$ cat config.mk
export PLATFORM = sky130hd
export DESIGN_NAME = psec_instr_sequencer
export DESIGN_NICKNAME = d
export VERILOG_FILES = /design/src/rtl/psec_seq_pkg.sv /design/src/rtl/psec_toggle_sync.sv /design/src/rtl/psec_instr_sequencer.sv
export SDC_FILE = /design/constraint.sdc
export NUM_CORES = 1
export LEC_CHECK = 0
export CAP_MARGIN = 20
export CORE_AREA = 2 2 72 74
export CTS_CLUSTER_DIAMETER = 100
export DETAILED_ROUTE_END_ITERATION = 10
export DIE_AREA = 0 0 74 76
export PLACE_DENSITY = 0.92
export SLEW_MARGIN = 5
export SYNTH_ARGS = -nofsm -noshare
export SYNTH_HDL_FRONTEND = slang
export SYNTH_SLANG_ARGS = --single-unit
export TNS_END_PERCENT = 20
$ cat constraint.sdc
create_clock -name iclk -period 3.2 [get_ports iclk]
set_input_delay 0.48 -clock iclk [delete_from_list [all_inputs] [get_ports iclk]]
set_output_delay 0.48 -clock iclk [all_outputs]
set_load 0.05 [all_outputs]
$ cat src/rtl/psec_seq_pkg.sv
// Shared types and helpers for the pSec instruction sequencer.
// Opcode and state encodings match the values software sees over SPI.
package psec_seq_pkg;

    typedef enum logic [7:0] {
        OpNop      = 8'h00,
        OpArm      = 8'h01,
        OpSoftTrig = 8'h02,
        OpAbort    = 8'h03,
        OpClear    = 8'h04
    } seq_op_e;

    typedef enum logic [2:0] {
        SeqIdle    = 3'd0,
        SeqArmed   = 3'd1,
        SeqHold    = 3'd2,
        SeqReadout = 3'd3,
        SeqDone    = 3'd4
    } seq_state_e;

    localparam int unsigned StatErrBadcmd  = 3;
    localparam int unsigned StatErrTimeout = 4;
    localparam int unsigned StatEvtLsb     = 5;

    // Index of the lowest set bit; 0 when the vector is empty.
    function automatic logic [4:0] lowest_set_bit(input logic [31:0] vec);
        logic [4:0] idx;
        idx = '0;
        for (int i = 31; i >= 0; i--) begin
            if (vec[i]) idx = 5'(i);
        end
        return idx;
    endfunction

endpackage

$ cat src/rtl/psec_toggle_sync.sv
// Brings the SPI-domain command toggle into iclk and turns each level change into
// a single-cycle strobe.
module psec_toggle_sync #(
    parameter int unsigned SYNC_STAGES = 2
) (
    input  logic iclk,
    input  logic rstn,
    input  logic tgl_i,
    output logic stb_o
);

    logic [SYNC_STAGES-1:0] sync_q, sync_d;
    logic                   prev_q, prev_d;

    always_comb begin
        sync_d = {sync_q[SYNC_STAGES-2:0], tgl_i};
        prev_d = sync_q[SYNC_STAGES-1];
    end

    always_ff @(posedge iclk) begin
        if (!rstn) begin
            sync_q <= '0;
            prev_q <= 1'b0;
        end else begin
            sync_q <= sync_d;
            prev_q <= prev_d;
        end
    end

    assign stb_o = sync_q[SYNC_STAGES-1] ^ prev_q;

endmodule

$ cat src/rtl/psec_instr_sequencer.sv
// Command-driven trigger/readout sequencer: arms on SPI command, holds after a hit,
// then walks the hit channels through a req/ack readout engine.
module psec_instr_sequencer
    import psec_seq_pkg::*;
#(
    parameter int unsigned NUM_CH         = 8,
    parameter int unsigned SYNC_STAGES    = 2,
    parameter int unsigned HOLD_CYCLES    = 16,
    parameter int unsigned TIMEOUT_CYCLES = 1024,
    localparam int unsigned ChW           = (NUM_CH > 1) ? $clog2(NUM_CH) : 1
) (
    input  logic              iclk,
    input  logic              rstn,
    input  logic              instr_tgl,
    input  logic [7:0]        instruction,
    input  logic [NUM_CH-1:0] trig_mask,
    input  logic [7:0]        mode,
    input  logic [NUM_CH-1:0] trig_in,
    input  logic              rd_ack_i,
    output logic              arm_o,
    output logic              rd_req_o,
    output logic [ChW-1:0]    rd_ch_o,
    output logic              done_o,
    output logic [7:0]        status_o
);

    localparam logic [2:0] StIdle    = SeqIdle;
    localparam logic [2:0] StArmed   = SeqArmed;
    localparam logic [2:0] StHold    = SeqHold;
    localparam logic [2:0] StReadout = SeqReadout;
    localparam logic [2:0] StDone    = SeqDone;

    localparam int unsigned HoldW = $clog2(HOLD_CYCLES) + 1;
    localparam int unsigned ToW   = $clog2(TIMEOUT_CYCLES) + 1;

    logic              cmd_stb;
    logic [2:0]        state_q, state_d;
    logic [HoldW-1:0]  hold_cnt_q, hold_cnt_d;
    logic [ToW-1:0]    to_cnt_q, to_cnt_d;
    logic [NUM_CH-1:0] hit_q, hit_d, trig_hit;
    logic [2:0]        evt_q, evt_d;
    logic              err_bad_q, err_bad_d, err_to_q, err_to_d;
    logic              arm_q, arm_d, rd_req_q, rd_req_d, done_q, done_d;
    logic [ChW-1:0]    rd_ch_q, rd_ch_d;
    logic              unused_mode;

    assign unused_mode = ^mode[7:2];

    psec_toggle_sync #(
        .SYNC_STAGES(SYNC_STAGES)
    ) u_toggle_sync (
        .iclk (iclk),
        .rstn (rstn),
        .tgl_i(instr_tgl),
        .stb_o(cmd_stb)
    );

    assign trig_hit = trig_in & trig_mask;

    always_comb begin
        state_d    = state_q;
        hold_cnt_d = hold_cnt_q;
        to_cnt_d   = to_cnt_q;
        hit_d      = hit_q;
        evt_d      = evt_q;
        err_bad_d  = err_bad_q;
        err_to_d   = err_to_q;
        rd_req_d   = rd_req_q;
        rd_ch_d    = rd_ch_q;

        case (state_q)
            StIdle: ;
            StArmed: begin
                if (|trig_hit) begin
                    state_d    = StHold;
                    hit_d      = trig_hit;
                    hold_cnt_d = '0;
                    evt_d      = evt_q + 3'd1;
                end
            end
            StHold: begin
                if (mode[1]) hit_d = trig_mask;
                if (hold_cnt_q == HoldW'(HOLD_CYCLES - 1)) begin
                    if (hit_d == '0) begin
                        state_d = StDone;
                    end else begin
                        state_d  = StReadout;
                        rd_req_d = 1'b1;
                        rd_ch_d  = ChW'(lowest_set_bit(32'(hit_d)));
                        to_cnt_d = '0;
                    end
                end else begin
                    hold_cnt_d = hold_cnt_q + HoldW'(1);
                end
            end
            StReadout: begin
                if (rd_req_q) begin
                    if (rd_ack_i) begin
                        hit_d    = hit_q & ~(NUM_CH'(1) << rd_ch_q);
                        rd_req_d = 1'b0;
                        if (hit_d == '0) state_d = StDone;
                    end else if (to_cnt_q == ToW'(TIMEOUT_CYCLES - 1)) begin
                        err_to_d = 1'b1;
                        rd_req_d = 1'b0;
                        state_d  = StDone;
                    end else begin
                        to_cnt_d = to_cnt_q + ToW'(1);
                    end
                end else if (hit_q != '0) begin
                    // One idle cycle has elapsed since the last ack: issue the next channel.
                    rd_req_d = 1'b1;
                    rd_ch_d  = ChW'(lowest_set_bit(32'(hit_q)));
                    to_cnt_d = '0;
                end else begin
                    state_d = StDone;
                end
            end
            StDone: begin
                if (mode[0]) state_d = StArmed;
            end
            default: state_d = StIdle;
        endcase

        // Commands override whatever the state logic decided this cycle.
        if (cmd_stb) begin
            case (instruction)
                OpNop: ;
                OpArm: begin
                    if (state_q == StIdle) begin
                        if (|trig_mask) state_d = StArmed;
                        else            err_bad_d = 1'b1;
                    end else if (state_q == StDone) begin
                        state_d = StArmed;
                    end
                end
                OpSoftTrig: begin
                    if (state_q == StArmed) begin
                        state_d    = StHold;
                        hit_d      = trig_mask;
                        hold_cnt_d = '0;
                        evt_d      = evt_q + 3'd1;
                    end
                end
                OpAbort: begin
                    state_d  = StIdle;
                    hit_d    = '0;
                    evt_d    = evt_q;
                    err_to_d = err_to_q;
                end
                OpClear: begin
                    state_d   = StIdle;
                    hit_d     = '0;
                    evt_d     = '0;
                    err_bad_d = 1'b0;
                    err_to_d  = 1'b0;
                end
                default: err_bad_d = 1'b1;
            endcase
        end

        if (state_d != StReadout) rd_req_d = 1'b0;
        arm_d  = (state_d == StArmed);
        done_d = (state_d == StDone);
    end

    always_ff @(posedge iclk) begin
        if (!rstn) begin
            state_q    <= StIdle;
            hold_cnt_q <= '0;
            to_cnt_q   <= '0;
            hit_q      <= '0;
            evt_q      <= '0;
            err_bad_q  <= 1'b0;
            err_to_q   <= 1'b0;
            arm_q      <= 1'b0;
            rd_req_q   <= 1'b0;
            rd_ch_q    <= '0;
            done_q     <= 1'b0;
        end else begin
            state_q    <= state_d;
            hold_cnt_q <= hold_cnt_d;
            to_cnt_q   <= to_cnt_d;
            hit_q      <= hit_d;
            evt_q      <= evt_d;
            err_bad_q  <= err_bad_d;
            err_to_q   <= err_to_d;
            arm_q      <= arm_d;
            rd_req_q   <= rd_req_d;
            rd_ch_q    <= rd_ch_d;
            done_q     <= done_d;
        end
    end

    assign arm_o    = arm_q;
    assign rd_req_o = rd_req_q;
    assign rd_ch_o  = rd_ch_q;
    assign done_o   = done_q;

    always_comb begin
        status_o                     = '0;
        status_o[2:0]                = state_q;
        status_o[StatErrBadcmd]      = err_bad_q;
        status_o[StatErrTimeout]     = err_to_q;
        status_o[StatEvtLsb +: 3]    = evt_q;
    end

endmodule

==> metrics.cfg <==
[global_routing]
overflow=0
antenna_found_initial=0
grt_pass1_vias=2586
grt_first_pass_wirelength_um=12200
grt_usage=0.271
grt_max_degree=17

[sta]
hold_slack_ns=0.441
setup_viol=0
slew_headroom=0.589
layout_min_cycle_time_ns=2.75
rsz0062_at_grt=false
final.setup.tns_ns=0
post-route-period-util=0.859
setup_ws_ns=0.453
hold_violations=0
worst_pin_slew_ns=0.611
max_freq_mhz=364
fin_worst_skew_ns=0.00642
slew_viol_final=0

[clock_network]
clk_pin_slew_ns=0.08
ctsResizeCount=0
cts-htree-levels=2
numCtsBuffers=5
post_cts.repair.setup_buffers=0
cts_sinks=41
tritoncts=yes
clockRootBuffer=clkbuf_8
clk_latency_ns=0.30
cts_hold_buf=0
clockBufferDepth=2

[placed_design]
port_buffers=43
place_ws_ns=0.197
gp_congestion=0.976
dp_cells=449
place_hpwl_um=5370

[critical_path]
cp-start-kind=input port
r2r_start=state_q[0]
slowest_stage=clkdlybuf4s50_1
cp.required_ns=3.43
cp_max_fo=12
arrival_ns=2.98
crit_buf_inv=1
r2r_cells=6
critPathTopFamily=compound AO/OA/AOI/OAI gates
r2r_end=to_cnt_q[9]
max_stage_delay_ns=0.69
r2r_slack_ns=0.85
crit_type=input port to flip-flop
critical_path.endpoint_type=flip-flop
critPathLaunch=mode[1]
path_cells=clkdlybuf4s50_1 -> nor3b_1 -> o22ai_1 -> o211a_1 -> a2bb2oi_4 -> nand2b_1 -> a21oi_1

[routing]
vias=2904
drt_wl_total_um=7200
viasPerCell=6.35
routedWlPerCell_um=15.8
first_iter_violations=256
ant_nets=0
first_pass_iters=5
drc=0

[job]
drv_cap=0

[power_and_ir_drop]
fin_total_pwr_mw=1.07
powerDensity_nw_per_um2=326
intPower_mw=0.823
pwr-share-comb=0.107
power_frac_clock=0.414
p_leak_nw=1.16
peakVddDrop_uv=281
seqPwrFrac=0.480
netSwitchingPower_mw=0.247
swShare=0.231

[cells_and_area]
syn2layout_area_growth_pct=21.4
layout.nets=425
antennaDiodeCount=0
layoutNonFillerInstCount=457
layout-drive-gt1-share=0.0801

[worst_hold_path]
hp-start=u_toggle_sync.sync_q[0]
min_path_cells=1
min_to=u_toggle_sync.sync_q[1]
hp-class=flip-flop to flip-flop

[run_status]
status=complete, no violations

[synthesis]
synthArstFlopShare=0
synth_common_cells=nor2_1 (45), dfxtp_1 (41), o21ai_0 (34)
yosysMostFrequentCell=nor2_1
ys_types=63
synth_top_cell_by_area=dfxtp_1
syn_nets=386
ys.flop_type=dfxtp_1
synth_edf_count=0
netlist_area_um2=2700
synth.avg_cell_area_um2=7.78
seq_area_frac_synth=0.304
ys_ff_latch=41
synth_area_leaders=dfxtp_1 (30%), o21ai_0 (6.3%), nor2_1 (6.3%), a21oi_1 (5.0%), nand2_1 (3.2%)
synthCells=347
yosysWarnings=0
synth_top_area_frac=0.304

[floorplan]
rows=26
die_y_um=76
initial_utilization=0.550
coreArea_um2=4910
dieWidth_um=74
dieArea_um2=5620
ios=50

==> layout by cell type (no fill, tap or decap), types with 5 or more instances in the layout <==
cell type and n:
and2_1 5, xor2_1 8, nand2b_1 5, clkdlybuf4s50_1 43, nor3b_1 5, o21ai_0 34, nor2_1 45, nor3_1 13
clkbuf_8 6, inv_1 10, nand2_1 23, a31oi_1 5, buf_4 5, o22ai_1 6, nor2b_1 6, nand3_1 10
a21oi_1 27, a32o_1 8, o21bai_1 5, dfxtp_1 41
==> flip-flops by register name, indices dropped and copies added (netlist names), 2 cells and up <==
signal and count:
evt_q 3, hit_q 8, hold_cnt_q 5, rd_ch_o 3, state_q 3, to_cnt_q 11, u_toggle_sync.sync_q 2
==> per-stage QoR <==
stage / area, µm² / utilization
detailed placement: 3160 / 0.643
CTS: 3280 / 0.668
floorplan: 2700 / -
finish: 3280 / 0.668
global placement: 3160 / 0.643
global route: 3280 / 0.668
==> cells by family (layout without fill, tap and decap cells) <==
kind of cell | Yosys count | in the layout | share of synthesized area
xor+xnor | 8 | 8 | 0.0259
compound gates | 122 | 122 | 0.310
fa+ha+maj | 3 | 3 | 0.0139
buf+inv | 26 | 66 | 0.0496
mux | 7 | 7 | 0.0278
flops | 41 | 41 | 0.304
simple gates | 140 | 140 | 0.269
==> worst max-delay path by stage <==
| stage | to | slack [ns] | cells past startpoint |
|---|---|---|---|
| after floorplan | state_q[1] | 0.84 | 7 |
| after global placement | to_cnt_q[1] | 0.26 | 7 |
| after detailed placement | to_cnt_q[0] | 0.20 | 7 |
| after CTS | to_cnt_q[0] | 0.49 | 7 |
| after global routing | to_cnt_q[8] | 0.23 | 7 |
| final | to_cnt_q[9] | 0.45 | 7 |
==> power by group through the flow <==
stage / Sequential, mW / Combinational (mW) / Clock (mW)
finish: 0.513 / 0.114 / 0.442
global route: 0.514 / 0.123 / 0.467
CTS: 0.513 / 0.112 / 0.445
detailed placement: 0.525 / 0.111 / 0
global placement: 0.525 / 0.108 / 0
floorplan: 0.525 / 0.0505 / 0
==> layer usage <==
| layer | GRT usage | share of wire | wire (µm) |
|---|---|---|---|
| met2 | 0.418 | 0.46 | 3310 |
| met3 | 0.0648 | 0.099 | 714 |
| met1 | 0.374 | 0.41 | 2970 |
| met5 | 0 | 0 | 0 |
| met4 | 0.0800 | 0.028 | 203 |
==> area by class of cell <==
type                            count  area, µm²
Clock buffer                        6       82.6
Clock inverter                      2       37.5
Fill cell                         378       1630
Inverter                           10       37.5
Multi-Input combinational cell    280       1750
Sequential cell                    41        821
Tap cell                           70       87.6
Timing Repair Buffer               48        468
No activity file was read; power rests on OpenSTA's default activity.
